<file path="src/rtl/square_tone_oscillator.sv">
// square_tone_oscillator
// Per-voice square-wave tone generator. A noteOn latches the half-period
// (in sample strobes) and velocity-derived target amplitude; each
// sampleStrobe emits one signed PCM sample on the following cycle.
// Optional feature macro: TONE_ENVELOPE_EN enables linear attack/release
// ramps. Without it, notes switch straight to full target amplitude on
// noteOn and to silence on noteOff.
module square_tone_oscillator #(
    parameter int unsigned ATTACK_STEP  = 32'd64,
    parameter int unsigned RELEASE_STEP = 32'd16
) (
    input  logic        clk,
    input  logic        rst_n,
    input  logic        sampleStrobe,
    input  logic        noteOn,
    input  logic        noteOff,
    input  logic [23:0] noteSampleTicks,
    input  logic [6:0]  velocity,
    output logic [15:0] sampleOut,
    output logic        sampleValid,
    output logic        busy
);

    typedef enum logic [1:0] {
        IDLE    = 2'd0,
        ATTACK  = 2'd1,
        SUSTAIN = 2'd2,
        RELEASE = 2'd3
    } state_t;

    state_t      state_r, state_next_s;
    logic [23:0] half_ticks_r, half_ticks_next_s;
    logic [23:0] counter_r, counter_next_s;
    logic        phase_r, phase_next_s;
    logic [14:0] amp_r, amp_next_s;
    logic [14:0] target_r, target_next_s;
    logic [15:0] sample_out_r, sample_out_next_s;
    logic        sample_valid_r, sample_valid_next_s;
    logic        busy_r, busy_next_s;
    logic        note_on_ok_s;
    logic        note_off_ok_s;

`ifdef TONE_ENVELOPE_EN
    // One bit of headroom so amp + step can never wrap before clamping.
    logic [15:0] amp_up_s;
    assign amp_up_s = {1'b0, amp_r} + ATTACK_STEP[15:0];
`else
    // Step sizes only matter for the ramped envelope.
    logic [31:0] unused_params_s;
    assign unused_params_s = ATTACK_STEP ^ RELEASE_STEP;
`endif

    assign note_on_ok_s  = noteOn && (noteSampleTicks != 24'd0);
    assign note_off_ok_s = noteOff && ((state_r == ATTACK) || (state_r == SUSTAIN));

    // Next-state logic: strobe updates first, then note events override them.
    always_comb begin
        state_next_s        = state_r;
        half_ticks_next_s   = half_ticks_r;
        counter_next_s      = counter_r;
        phase_next_s        = phase_r;
        amp_next_s          = amp_r;
        target_next_s       = target_r;
        sample_out_next_s   = sample_out_r;
        sample_valid_next_s = 1'b0;

        if (sampleStrobe) begin
            sample_valid_next_s = 1'b1;
            if (state_r == IDLE) begin
                sample_out_next_s = 16'd0;
            end else begin
                // Output uses the amplitude/phase from before this strobe.
                sample_out_next_s = phase_r ? {1'b0, amp_r} : (16'd0 - {1'b0, amp_r});
                // >= keeps the counter bounded even if halfTicks shrank.
                if (counter_r >= (half_ticks_r - 24'd1)) begin
                    counter_next_s = 24'd0;
                    phase_next_s   = ~phase_r;
                end else begin
                    counter_next_s = counter_r + 24'd1;
                end
`ifdef TONE_ENVELOPE_EN
                case (state_r)
                    ATTACK: begin
                        if ((amp_r >= target_r) || (amp_up_s >= {1'b0, target_r})) begin
                            amp_next_s   = target_r;
                            state_next_s = SUSTAIN;
                        end else begin
                            amp_next_s = amp_up_s[14:0];
                        end
                    end
                    RELEASE: begin
                        if (amp_r <= RELEASE_STEP[14:0]) begin
                            amp_next_s     = 15'd0;
                            state_next_s   = IDLE;
                            phase_next_s   = 1'b0;
                            counter_next_s = 24'd0;
                        end else begin
                            amp_next_s = amp_r - RELEASE_STEP[14:0];
                        end
                    end
                    default: begin
                        amp_next_s = amp_r;
                    end
                endcase
`endif
            end
        end else begin
            sample_valid_next_s = 1'b0;
        end

        // noteOn takes priority over a simultaneous noteOff; phase is left
        // alone on retrigger so the waveform does not click.
        if (note_on_ok_s) begin
            half_ticks_next_s = noteSampleTicks;
            target_next_s     = {velocity, 8'd0};
            counter_next_s    = 24'd0;
`ifdef TONE_ENVELOPE_EN
            amp_next_s        = amp_r;
            state_next_s      = ATTACK;
`else
            amp_next_s        = {velocity, 8'd0};
            state_next_s      = SUSTAIN;
`endif
        end else if (note_off_ok_s) begin
`ifdef TONE_ENVELOPE_EN
            state_next_s   = RELEASE;
`else
            amp_next_s     = 15'd0;
            phase_next_s   = 1'b0;
            counter_next_s = 24'd0;
            state_next_s   = IDLE;
`endif
        end else begin
            state_next_s = state_next_s;
        end

        busy_next_s = (state_next_s != IDLE);
    end

    // State and output registers.
    always_ff @(posedge clk or negedge rst_n) begin
        if (!rst_n) begin
            state_r        <= IDLE;
            half_ticks_r   <= 24'd0;
            counter_r      <= 24'd0;
            phase_r        <= 1'b0;
            amp_r          <= 15'd0;
            target_r       <= 15'd0;
            sample_out_r   <= 16'd0;
            sample_valid_r <= 1'b0;
            busy_r         <= 1'b0;
        end else begin
            state_r        <= state_next_s;
            half_ticks_r   <= half_ticks_next_s;
            counter_r      <= counter_next_s;
            phase_r        <= phase_next_s;
            amp_r          <= amp_next_s;
            target_r       <= target_next_s;
            sample_out_r   <= sample_out_next_s;
            sample_valid_r <= sample_valid_next_s;
            busy_r         <= busy_next_s;
        end
    end

    assign sampleOut   = sample_out_r;
    assign sampleValid = sample_valid_r;
    assign busy        = busy_r;

endmodule
</file>
<file path="config.mk">
export PLATFORM = sky130hd
export DESIGN_NAME = square_tone_oscillator
export DESIGN_NICKNAME = d
export VERILOG_FILES = /design/src/rtl/square_tone_oscillator.sv
export SDC_FILE = /design/constraint.sdc
export NUM_CORES = 1
export LEC_CHECK = 0
export CAP_MARGIN = 30
export CORE_AREA = 2 2 122 124
export DETAILED_ROUTE_END_ITERATION = 8
export DIE_AREA = 0 0 124 126
export PLACE_DENSITY = 0.54
export SLEW_MARGIN = 20
export SYNTH_ARGS = -nofsm -noshare
export SYNTH_HDL_FRONTEND = slang
export SYNTH_SLANG_ARGS = --single-unit
</file>
<file path="constraint.sdc">
create_clock -name clk -period 3.8 [get_ports clk]
set_input_delay 0.38 -clock clk [delete_from_list [all_inputs] [get_ports clk]]
set_output_delay 0.38 -clock clk [all_outputs]
set_load 0.03 [all_outputs]
</file>
==> run metrics, run 1 <==
outcome completed; row count 44; DRT antenna net count 0; Cell Area, Synth 4320 sq um; CP max FO 8; CTS Buf Count 9; drt pass-1 iters 4; fmax 0.265 GHz; CTS tree built; Setup violations, final 0; hold buffers post-CTS 0; vias in the first global route 3,578; initial core utilization 30.2%; gpl congestion 0.795; switching pwr 593 uW; Worst Path Class, Setup reg -> reg; Multi-input gate area 2610 sq um; RSZ-0062 raised after global routing true; antenna violations before repair 0; Final min period 3.77 ns; final worst slack 0.0318 ns; pre-CTS WS -0.0218 ns; Power Density 363 nW/um^2; Via density 5.03; GR Overflow Total 0; critical path data arrival time 4.03 ns; Least-Margin Pin Slew 0.769 ns; Routed WL 11,300 um; slew margin rel. 48.6%; synthesized instance count 495; Post-DP Area 4970 sq um; ratio of cells with drive above 1 in the final layout 15.4%; Storage cell area 1700 sq um; Yosys reg bits 68; part of the power in the clock network 40.7%; PortBufs 45; Clock Pin Slew Worst Setup and Hold Paths 0.06 ns; area grow syn2layout 30.1%; Fillers 1,465; Top FF cell, synth dfrtp_1; post-route design area 5620 sq um; # DRC 0; combinational fraction of design power 19.0%; Layout Nets 623; ant diodes 0; CTS Sinks 68; Ys Warns 0; maximum vdd ir drop 216 uV; worst hold path type in -> async; LEAKAGE 2.30 nW; switching part of the total 29.1%; largest net degree at the start of global routing 36; number of I/O pins 54; first-pass GRT wire length 18,000 um; CTS HTree Levels 3; dpl hpwl 8130 um; CTS root buf clkbuf_16; Tcrit/Tclk final 99.2%; max cap viols 0; gr usage total 14.7%; die area 15,600 sq um; Mean Syn Cell Area 8.72 sq um; number of flops mapped to enable cells by yosys 0; Slew Viols, Final 0; Clock Latency Late Sink 0.34 ns; Seq/Total Area, Yosys 39.4%; Internal Pwr Total 1.45 mW; hold slack 0.118 ns; WL per Instance 15.1 um; CP Launch Type flip-flop; Clock Skew 0.00881 ns; Final Hold Fails 0; Req. time, crit path 4.06 ns; Flop pwr share 40.2%; Die X 124 um; deepest clock path buffer count 2; Worst Setup End Kind flip-flop; detailed-route via count 3,762; synth unique cells 51; core region area 14,300 sq um; total power 2.04 mW; Async SR Flop Fraction 100%; Die Y 126 um; drt first-iter violations 197
## path summary, 6_finish.rpt
path / end / cells past startpoint / start / slack [ns]
worst max-delay path: counter_r[19]$_DFFE_PN0P_ / 17 / half_ticks_r[1]$_DFFE_PN0P_ / 0.03
worst min register to register: half_ticks_r[23]$_DFFE_PN0P_ / 2 / half_ticks_r[23]$_DFFE_PN0P_ / 0.52
min in group clk: half_ticks_r[23]$_DFFE_PN0P_ / 2 / half_ticks_r[23]$_DFFE_PN0P_ / 0.52
worst min-delay path: sampleValid$_DFF_PN0_ / 1 / rst_n / 0.12
worst max register to register: counter_r[19]$_DFFE_PN0P_ / 17 / half_ticks_r[1]$_DFFE_PN0P_ / 0.03
max in group asynchronous: counter_r[19]$_DFFE_PN0P_ / 2 / rst_n / 2.74
## repair_timing
action	4_1_cts	5_1_grt
pin swaps	2	35
gates cloned	0	1
buffers inserted	0	16
gates resized for setup	1	55
endpoints found under the setup margin	8	25
## cell usage in the layout (no fill, tap or decap), drive strengths merged, types with 12 or more instances in the layout
master         count
nand2            113
dfrtp             68
clkdlybuf4s50     44
nor3              31
xnor2             30
ha                28
buf               28
inv               25
nor2              19
nand4             18
nor4              18
nand3             14
o21ai             13
o22ai             12
## registers in the layout, indices dropped and copies added, names as in the netlist
register / cells
phase_r: 1
half_ticks_r: 24
amp_r: 7
state_r: 2
sampleOut: 8
busy: 1
counter_r: 24
sampleValid: 1
## critical path: stages, from the launching register on
cell and delay (ns):
dfrtp_1 0.39, inv_2 0.08, ha_4 0.13, or2b_1 0.26
or4b_4 0.53, nor2_4 0.16, nand2_2 0.09, nor4_4 0.15
xnor2_1 0.12, ha_1 0.35, nand4_1 0.21, nor3_2 0.07
a221o_1 0.35, nor3_4 0.25, buf_12 0.16, buf_4 0.11
nand3_4 0.09, o21ai_1 0.17
## power by group through the flow
stage          sequential, mW  clock, mW  combinational, mW
6_report                0.821      0.831              0.389
5_1_grt                 0.828      0.882              0.426
4_1_cts                 0.819      0.849              0.366
3_5_place_dp            0.832          0              0.364
3_3_place_gp            0.829          0              0.357
2_1_floorplan           0.857          0              0.199
## kinds of logic (layout without fill, tap and decap cells)
logic type	count (synthesis)	in the layout	synth area share, %
other	1	8	0.0869
AOI/OAI and AO/OA	67	67	11.0
muxes	4	4	0.957
xor gates and xnor gates	37	37	7.51
DFF	68	68	39.4
and+or+nand+nor	239	239	27.5
adders and majority gates	28	28	8.12
buffers and inverters	51	113	5.39
## layout make-up
type / count / area share, %
tap: 184 / 4.10
clock buffer: 9 / 4.01
clock inverter: 7 / 1.20
timing repair buffer: 72 / 12.3
sequential: 68 / 30.3
multi-input combinational: 383 / 46.4
inverter: 25 / 1.67
## stage by stage
step           instances  setup TNS [ns]  util (%)
2_1_floorplan        502               0         -
3_3_place_gp         715               0      34.7
3_5_place_dp         715         -0.0218      34.7
4_1_cts              731         -0.0343      36.7
5_1_grt              748           -2.63      39.2
6_report             748               0      39.2
## per-layer routing
| layer | vias to the layer above | track usage [%] | wire length, um |
|---|---|---|---|
| met5 | - | 0 | 0 |
| met4 | 0 | 6.48 | 218 |
| met3 | 18 | 2.31 | 390 |
| met2 | 95 | 22.2 | 5310 |
| met1 | 1797 | 20.6 | 5390 |
| li1 | 1852 | - | - |
## cells in the mapped netlist, types with 8 or more instances
cell      number  area [sq um]
nor2_1        18          67.6
dfrtp_1       68          1700
a31oi_1       11          68.8
nand4_1       18           113
inv_1         25          93.8
buf_4          8          60.1
o22ai_1       12          75.1
and2_1         8          50.1
xnor2_1       30           263
nor4_1        15          93.8
ha_1          28           350
a21oi_1       11          55.1
nand2_1      111           417
nand3_1       14          70.1
nor3_1        30           150
o21ai_0       12          60.1
clkbuf_1      14          52.6
Power figures use the tool's default switching activity.
==> run 2: changes to the inputs <==
--- a/config.mk
+++ b/config.mk
@@ -5,7 +5,6 @@
 export SDC_FILE = /design/constraint.sdc
 export NUM_CORES = 1
 export LEC_CHECK = 0
-export CAP_MARGIN = 30
 export CORE_AREA = 2 2 122 124
 export DETAILED_ROUTE_END_ITERATION = 8
 export DIE_AREA = 0 0 124 126
==> results of run 2 <==
Final layout, timing and power as in run 1 (identical DEF).
